## src/rtl/alpha_seq_ctrl.sv

```systemverilog
// alpha_seq_ctrl: issues seed*alpha^k over GF(2^32) (x^32+x^8+1), one per valid/ready handshake.
// Optional feature: define ALPHA_SEQ_INV_EN to add dir_i and the alpha^-1 step.
module alpha_seq_ctrl #(
   parameter int NSTEPS = 12,
   parameter int CNT_W  = 4
) (
   input  logic             clk,
   input  logic             rst_n,
   input  logic             start_i,
   input  logic [31:0]      seed_i,
`ifdef ALPHA_SEQ_INV_EN
   input  logic             dir_i,
`endif
   output logic [31:0]      rc_o,
   output logic             rc_valid_o,
   input  logic             rc_ready_i,
   output logic [CNT_W-1:0] idx_o,
   output logic             busy_o,
   output logic             done_o
);
   localparam logic [1:0] IDLE = 2'd0, RUN = 2'd1, DONE = 2'd2;
   localparam logic [CNT_W-1:0] LAST = CNT_W'(NSTEPS - 1);
   logic [1:0]       fsm, fsm_nxt;
   logic [31:0]      cur, cur_nxt;
   logic [CNT_W-1:0] cnt;
   logic             hs, last, accept;
   function automatic logic [31:0] step_fwd(input logic [31:0] x);
      return {x[30:0], x[31]} ^ {23'b0, x[31], 8'b0};
   endfunction
`ifdef ALPHA_SEQ_INV_EN
   logic dir;
   function automatic logic [31:0] step_inv(input logic [31:0] x);
      logic [31:0] t;
      t = x ^ {31'b0, x[0]} ^ {23'b0, x[0], 8'b0};
      return {x[0], t[31:1]};
   endfunction
   assign cur_nxt = dir ? step_inv(cur) : step_fwd(cur);
`else
   assign cur_nxt = step_fwd(cur);
`endif
   assign hs     = (fsm == RUN) && rc_ready_i;
   assign last   = cnt == LAST;
   assign accept = (fsm == IDLE) && start_i;
   // state register
   always_ff @(posedge clk)
      if (!rst_n) fsm <= IDLE;
      else        fsm <= fsm_nxt;
   // next-state: one run per accepted start, one DONE cycle, back to IDLE
   always_comb
      fsm_nxt = (fsm == IDLE) ? (start_i ? RUN : IDLE) :
                (fsm == RUN)  ? ((hs && last) ? DONE : RUN) : IDLE;
   // constant and index datapath; value held bit-stable between handshakes and after the run
   always_ff @(posedge clk)
      if (!rst_n) begin
         cur <= '0;
         cnt <= '0;
`ifdef ALPHA_SEQ_INV_EN
         dir <= 1'b0;
`endif
      end else if (accept) begin
         cur <= seed_i;
         cnt <= '0;
`ifdef ALPHA_SEQ_INV_EN
         dir <= dir_i;
`endif
      end else if (hs && !last) begin
         cur <= cur_nxt;
         cnt <= cnt + CNT_W'(1);
      end
   // outputs decoded from the FSM state
   always_comb begin
      rc_valid_o = fsm == RUN;
      busy_o     = fsm != IDLE;
      done_o     = fsm == DONE;
      rc_o       = cur;
      idx_o      = cnt;
   end
endmodule

```

## config.mk

```make
export PLATFORM = sky130hd
export DESIGN_NAME = alpha_seq_ctrl
export DESIGN_NICKNAME = d
export VERILOG_FILES = /design/src/rtl/alpha_seq_ctrl.sv
export SDC_FILE = /design/constraint.sdc
export NUM_CORES = 1
export LEC_CHECK = 0
export CAP_MARGIN = 15
export CORE_ASPECT_RATIO = 0.9
export CORE_UTILIZATION = 39
export DETAILED_ROUTE_END_ITERATION = 12
export PLACE_DENSITY = 0.84
export SETUP_SLACK_MARGIN = 0.5
export SLEW_MARGIN = 30
export SYNTH_ARGS = -nofsm -noshare
export SYNTH_HDL_FRONTEND = slang
export SYNTH_SLANG_ARGS = --single-unit
```

## constraint.sdc

```tcl
create_clock -name clk -period 1.77 [get_ports clk]
set_clock_uncertainty 0.15 [all_clocks]
set_input_delay 0.354 -clock clk [delete_from_list [all_inputs] [get_ports clk]]
set_output_delay 0.354 -clock clk [all_outputs]
set_load 0.05 [all_outputs]
```

* Word-level counts from Yosys, hierarchy flattened
Index checks and enable logic that the tools add are counted.
Operators by class: div/mod/pow operators 0, $mul 0, equality and inequality tests 3, muxes and demuxes 6, reductions and logical operators 9, add/subtract/negate cells 1, magnitude comparators 0, bitwise logic cells 2, shift-type cells 0
Operator list (count):
- 32-bit two-way mux | 2
- 32-bit by 9-bit bitwise XOR with 32-bit output | 1
- 2-bit two-way mux | 3
- 4-bit by 1-bit adder with 4-bit output, second input constant | 1
- 4-bit == test, second input constant | 1
- 1-bit logical AND | 4
- 2-bit nonzero test | 2
- 2-bit by 1-bit == test with 1-bit output, second input constant | 1
- 2-bit == test, second input constant | 1
- 2-bit logical NOT | 1
- 2-bit OR reduction | 1
- 1-bit logical NOT | 1
- 1-bit two-way mux | 1
- 1-bit inverter | 1
Storage, ports and cells: bits in read-only memories 0, memories kept 0, bits in latches 0, register bits after elaboration 38, memory bits (writable) 0

* Longest topological paths before layout
depth in word-level cells 6, mapped depth 7, mapped depth without buffers 4

* Worst setup path after synthesis
Ideal clock, no wire load.
kind register to register, start reg cnt[0] (netlist: idx_o[0]), end reg fsm[0], arrival time 1.742 ns, setup slack -0.236 ns, library setup time 0.115 ns, data required time 1.505 ns, path buffers 3, stages on the path, launching flop included 8, cell sequence dfxtp_1 -> ha_1 -> and3b_1 -> clkbuf_1 -> buf_4 -> buf_2 -> a21boi_0 -> o21a_1
Between the ends: longest elaborated chain between the ends 5
Ends and longest elaborated chain:
- start, declared | line 25 | logic [CNT_W-1:0] cnt;
- start signal, assigned | line 68 | cnt <= cnt + CNT_W'(1);
- 4-bit == test | line 42 | assign last = cnt == LAST;
- 1-bit logical AND | line 51 | (fsm == RUN) ? ((hs && last) ? DONE : RUN) : IDLE;
- 2-bit two-way mux (2 in a row) | line 51
- 2-bit two-way mux | line 50 | fsm_nxt = (fsm == IDLE) ? (start_i ? RUN : IDLE) :
- end signal, assigned | line 47 | else fsm <= fsm_nxt;
- end, declared | line 23 | logic [1:0] fsm, fsm_nxt;
Every way passes these cells. A chain may end at the register's enable or synchronous reset.

* Worst setup path in the final report
start reg fsm[0], end reg cur[2] (netlist: rc_o[2])
Between the ends: longest elaborated chain between the ends 4
Ends and longest elaborated chain:
- 2-bit by 1-bit == test with 1-bit output | line 41 | assign hs = (fsm == RUN) && rc_ready_i;
- 1-bit logical AND | line 41
- 1-bit logical AND | line 66 | end else if (hs && !last) begin
- 2-bit nonzero test (no source line)
- end signal, assigned | line 61 | cur <= seed_i;
- end signal, assigned | line 67 | cur <= cur_nxt;
- end, declared | line 24 | logic [31:0] cur, cur_nxt;
Several ways; a longest one is shown, not always the timed one.

==> impl_summary.md <==
Status
The flow ran to the end, but the final reports show violations. The checks that failed: negative setup slack.

Min path
The hold path startpoint is idx_o[2]$_SDFFE_PP0P_. The hold-critical path depth is 2. The min-delay analysis places its worst path in the category reg2reg. The destination of the worst hold path is idx_o[2]$_SDFFE_PP0P_.

Worst setup path
The critical path's most frequent cell is sky130_fd_sc_hd__buf_6. The critical path goes through buf_6, nand3b_1, buf_6, buf_4, nor4_2, a211oi_2. In this design, the largest share of critical-path delay is due to simple AND/OR/NAND/NOR gates. The number of buffers and inverters on the critical path is 3. The kind of launch point of the worst setup path is a flop. Setup slack on the worst reg-to-reg path comes out at -40 ps. The critical path required time is 1790 ps. On the critical path, the stage with the largest delay is an instance of sky130_fd_sc_hd__nor4_2. For the worst setup path, the data arrival time is about 1800 ps. The peak per-stage delay on the critical path is approximately 390 ps. The startpoint identified for the worst register-to-register timing path is fsm[0]$_SDFF_PN0_. The maximum fanout along the worst path is 14. The terminus of the critical flop-to-flop path is rc_o[2]$_SDFFE_PN0P_. The worst setup path is of the reg2reg kind.

The worst setup path is captured at a flop. The number of cells on the worst reg-to-reg path is 6.

Global routing
Global routing used 28.4% of the available tracks across all layers. The initial antenna violation count is 0. The number of global-route vias before repair is 2155. The global-route wire length before repair is 11.1 mm. The aggregate global routing overflow is 0. The maximum number of pins on one net before global-route repair is 65.

Finish
The finished layout holds 400 standard cells, fillers aside. The repair_antennas step left the layout with diodes totalling 0. From synthesis to final layout, the design area changed by 110%.

The fraction of final layout cells with drive strength greater than 1 is around 62%. The end-of-flow core utilization is between 80% and 90%. After the last flow step, the layout net total stands at about 380.

Placement
The HPWL after detailed placement is approximately 3.7 mm. The count of port buffers added during placement is 74. At the placement stage, the worst setup path has a slack of -309 ps. At the end of routability-driven placement, the weighted congestion stood at just under 0.8.

After detailed placement, the design holds a cell count of 345.

Route
The final layout contains routed wiring with a total length of 9.22 mm. For this run, design rule violations remaining after detail routing come to 0. The post-detailed-route count of antenna-violating nets is 0.

The DRC violation total after the first TritonRoute iteration is 198. The routed layout has around 2.4k vias. The routed wirelength normalized by instance count is 23.1 um. The per-cell via count in the routed design is 6.08. The first TritonRoute pass finished after 4 iterations.

Timing
The slew at the pin closest to its max-slew limit is approximately 410 ps. The max-slew violation count came to 0. The total count of hold-check failures in the final report came to 0. Setup repair after global routing could not meet its margin everywhere.

For this run, the top clock speed supported by timing is between 500 and 600 MHz. The total of endpoints with negative setup slack in the final report is 1. The fraction of the cycle the final worst path needs is 102%.

The clock period minus worst slack is roughly 1800 ps. In this run the tightest slew margin relative to its limit is 72.7%. Setup slack on the critical path of the routed design comes to -40.6 ps.

Synthesis
The fraction of the mapped netlist area in adder cells is less than 1%. The number of standard cells after synthesis is approximately 220. Averaged over all synthesized cells, the footprint is around 8.7 um^2.

The commonest cells after synthesis are sky130_fd_sc_hd__dfxtp_1 (38), sky130_fd_sc_hd__o21ai_0 (34), sky130_fd_sc_hd__nor2_1 (31), sky130_fd_sc_hd__nor4_1 (31), sky130_fd_sc_hd__a211oi_2 (22). The fraction of synthesized cell area taken by the top area cell type is between 30% and 40%. The share of synthesized area occupied by flip-flops and latches is 39.5%. Yosys printed 0 warnings. The number of distinct library cell variants in the gate-level netlist after synthesis is 32. Summing the areas of all xor and xnor instances in the mapped netlist gives 0.455% of the synthesized area.

The synthesized flop and latch total is 38. After synthesis, the cell types taking the most area are sky130_fd_sc_hd__dfxtp_1 (40%), sky130_fd_sc_hd__a211oi_2 (14%), sky130_fd_sc_hd__nor4_1 (10%), sky130_fd_sc_hd__o21ai_0 (8.8%), sky130_fd_sc_hd__nor2_1 (6.0%). The dominant cell type by area after synthesis is sky130_fd_sc_hd__dfxtp_1.

Of all flip-flops after synthesis, the portion carrying an async set or reset was 0%. The cell area that synthesis handed to floorplanning was about 1900 um^2. The post-synthesis share of cell area spent on and, or, nand and nor gates is ~22%. By instance count, the leading cell after synthesis is sky130_fd_sc_hd__dfxtp_1. The commonest register cell after synthesis is sky130_fd_sc_hd__dfxtp_1. The number of nets in the synthesized netlist is 258. In the synthesized netlist, mux cells make up 0% of the area. The number of enable flip-flop cells after synthesis is 0. Summing the areas of all compound-gate instances in the mapped netlist gives between 20 and 30% of the synthesized area. The largest family of logic cells by synthesized area is compound AO/OA/AOI/OAI gates.

Clocking
After clock tree synthesis, the clock-pin slew on the worst setup and hold paths is about 90 ps. The level count of the clock H-tree is 2. In this run the clock root is driven by a sky130_fd_sc_hd__clkbuf_8. The latest clock arrival within the worst-skew pair is roughly 320 ps. Hold repair after CTS inserted 0 buffers. For this design, the sink count on the clock tree is 38. The maximum count of clock buffers along a single path is 2. TritonCTS built the clock tree. The total clock buffers created by CTS is 5.

Floorplan
The chip height is between 60 and 70 um. The row count is 23. The standard cell core area is between 4000 and 5000 um^2.

Measured along the x axis, the die boundary spans around 76 um. 75 I/O pins were placed. The initial utilization of the core area, before any placement, comes to 41.8%. The die covers 5220 um^2.

Power
Power spread over the standard cell area amounts to between 700 and 800 nW/um^2. The sequential fraction of design power is around 36%. The cell internal power dissipation is around 1.8 mW.

The leakage power summed over all cells is between 1.5 and 2 nW. Combinational logic is responsible for approximately 43% of the overall power. The share of total power dissipated in the clock network is 21.1%. Across the VDD grid, the largest voltage drop is around 0.56 mV.

In this run the power spent charging and discharging nets is roughly 1.1 mW. Of the total power, the share spent switching nets is 37.2%. Overall power consumption after layout is estimated at roughly 2.9 mW.

Job
Max-cap violations in this run came to 0.
==> how the worst max path moves through the flow <==
| stage | start | to | slack, ps | cells past startpoint |
|---|---|---|---|---|
| finish | fsm[0]$_SDFF_PN0_ | rc_o[2]$_SDFFE_PN0P_ | -40 | 6 |
| global route | fsm[0]$_SDFF_PN0_ | rc_o[10]$_SDFFE_PN0P_ | -60 | 6 |
| CTS | fsm[0]$_SDFF_PN0_ | busy_o | 120 | 3 |
| detailed placement | rc_ready_i | rc_o[2]$_SDFFE_PN0P_ | -310 | 5 |
| global placement | rc_ready_i | rc_o[29]$_SDFFE_PN0P_ | -260 | 5 |
| floorplan | idx_o[1]$_SDFFE_PP0P_ | rc_o[8]$_SDFFE_PN0P_ | 70 | 6 |
==> layout by cell type (no fill, tap or decap), types with 2 or more instances in the layout <==
master                            count
sky130_fd_sc_hd__dfxtp_4             11
sky130_fd_sc_hd__clkbuf_16            5
sky130_fd_sc_hd__dlygate4sd2_1        3
sky130_fd_sc_hd__clkbuf_1             2
sky130_fd_sc_hd__nor2_1              31
sky130_fd_sc_hd__or2_4                2
sky130_fd_sc_hd__buf_12              20
sky130_fd_sc_hd__nor4_1              17
sky130_fd_sc_hd__o21ai_1              6
sky130_fd_sc_hd__buf_6               10
sky130_fd_sc_hd__buf_16               4
sky130_fd_sc_hd__nor2b_4              2
sky130_fd_sc_hd__a21oi_2              3
sky130_fd_sc_hd__buf_4               36
sky130_fd_sc_hd__dfxtp_2             27
sky130_fd_sc_hd__nor4_2              13
sky130_fd_sc_hd__clkdlybuf4s50_1     32
sky130_fd_sc_hd__o21ai_0             27
sky130_fd_sc_hd__clkbuf_8             5
sky130_fd_sc_hd__buf_8               26
sky130_fd_sc_hd__a211oi_2            30
==> cell families (layout without fill, tap and decap cells) <==
| logic type | after synthesis | count (layout) |
|---|---|---|
| flip-flops | 38 | 38 |
| AND/OR/NAND/NOR | 80 | 80 |
| XOR/XNOR | 1 | 1 |
| buffers and inverters | 28 | 145 |
| adder cells (fa/ha/maj) | 1 | 1 |
| AO/OA/AOI/OAI | 73 | 73 |
==> registers in the layout, summed over array words and instances, names as in the netlist <==
| name | cells |
|---|---|
| rc_o | 32 |
| fsm | 2 |
| idx_o | 4 |
==> worst reg2reg max path, cell delays in order, from the launching register on <==
cell and delay [ps]:
sky130_fd_sc_hd__dfxtp_2 370, sky130_fd_sc_hd__buf_6 110, sky130_fd_sc_hd__nand3b_1 150, sky130_fd_sc_hd__buf_6 190, sky130_fd_sc_hd__buf_4 210, sky130_fd_sc_hd__nor4_2 400, sky130_fd_sc_hd__a211oi_2 100
==> through the flow <==
stage	instance area [um^2]	TNS [ps]	hold WS, ps
floorplan	2000	0	375
global placement	2900	-8110	327
detailed placement	2900	-8090	344
CTS	3690	0	369
global route	4030	-187	410
finish	4030	-40.6	398
==> final cells by class <==
class / count / area, um^2
Timing Repair Buffer: 137 / 1760
Tap cell: 62 / 77.6
Multi-Input combinational cell: 155 / 1280
Sequential cell: 38 / 836
Inverter: 1 / 3.75
Fill cell: 200 / 572
Clock buffer: 7 / 76.3
==> power by group through the flow <==
stage	Combinational [mW]	Clock (mW)	Sequential, mW
after floorplan	0.278	0	1.27
after global placement	0.855	0	1.03
after detailed placement	0.869	0	1.03
after CTS	1.09	0.571	1.03
after global routing	1.27	0.639	1.04
final	1.23	0.605	1.03
==> what timing repair did <==
action,4_1_cts,5_1_grt
setup buffers,32,6
pin swaps,8,5
hold endpoints to repair,0,0
gates cloned,5,5
gates resized for setup,127,38
setup endpoints to repair,77,77
==> routing by layer <==
metal | GRT usage [%] | vias up | wire [um]
met2 | 52.6 | 157 | 4610
li1 | - | 1063 | -
met1 | 32.1 | 1183 | 3540
met5 | 0 | - | 0
met3 | 5.92 | 29 | 772
met4 | 13.7 | 0 | 293
No activity file was read; power rests on OpenSTA's default activity.
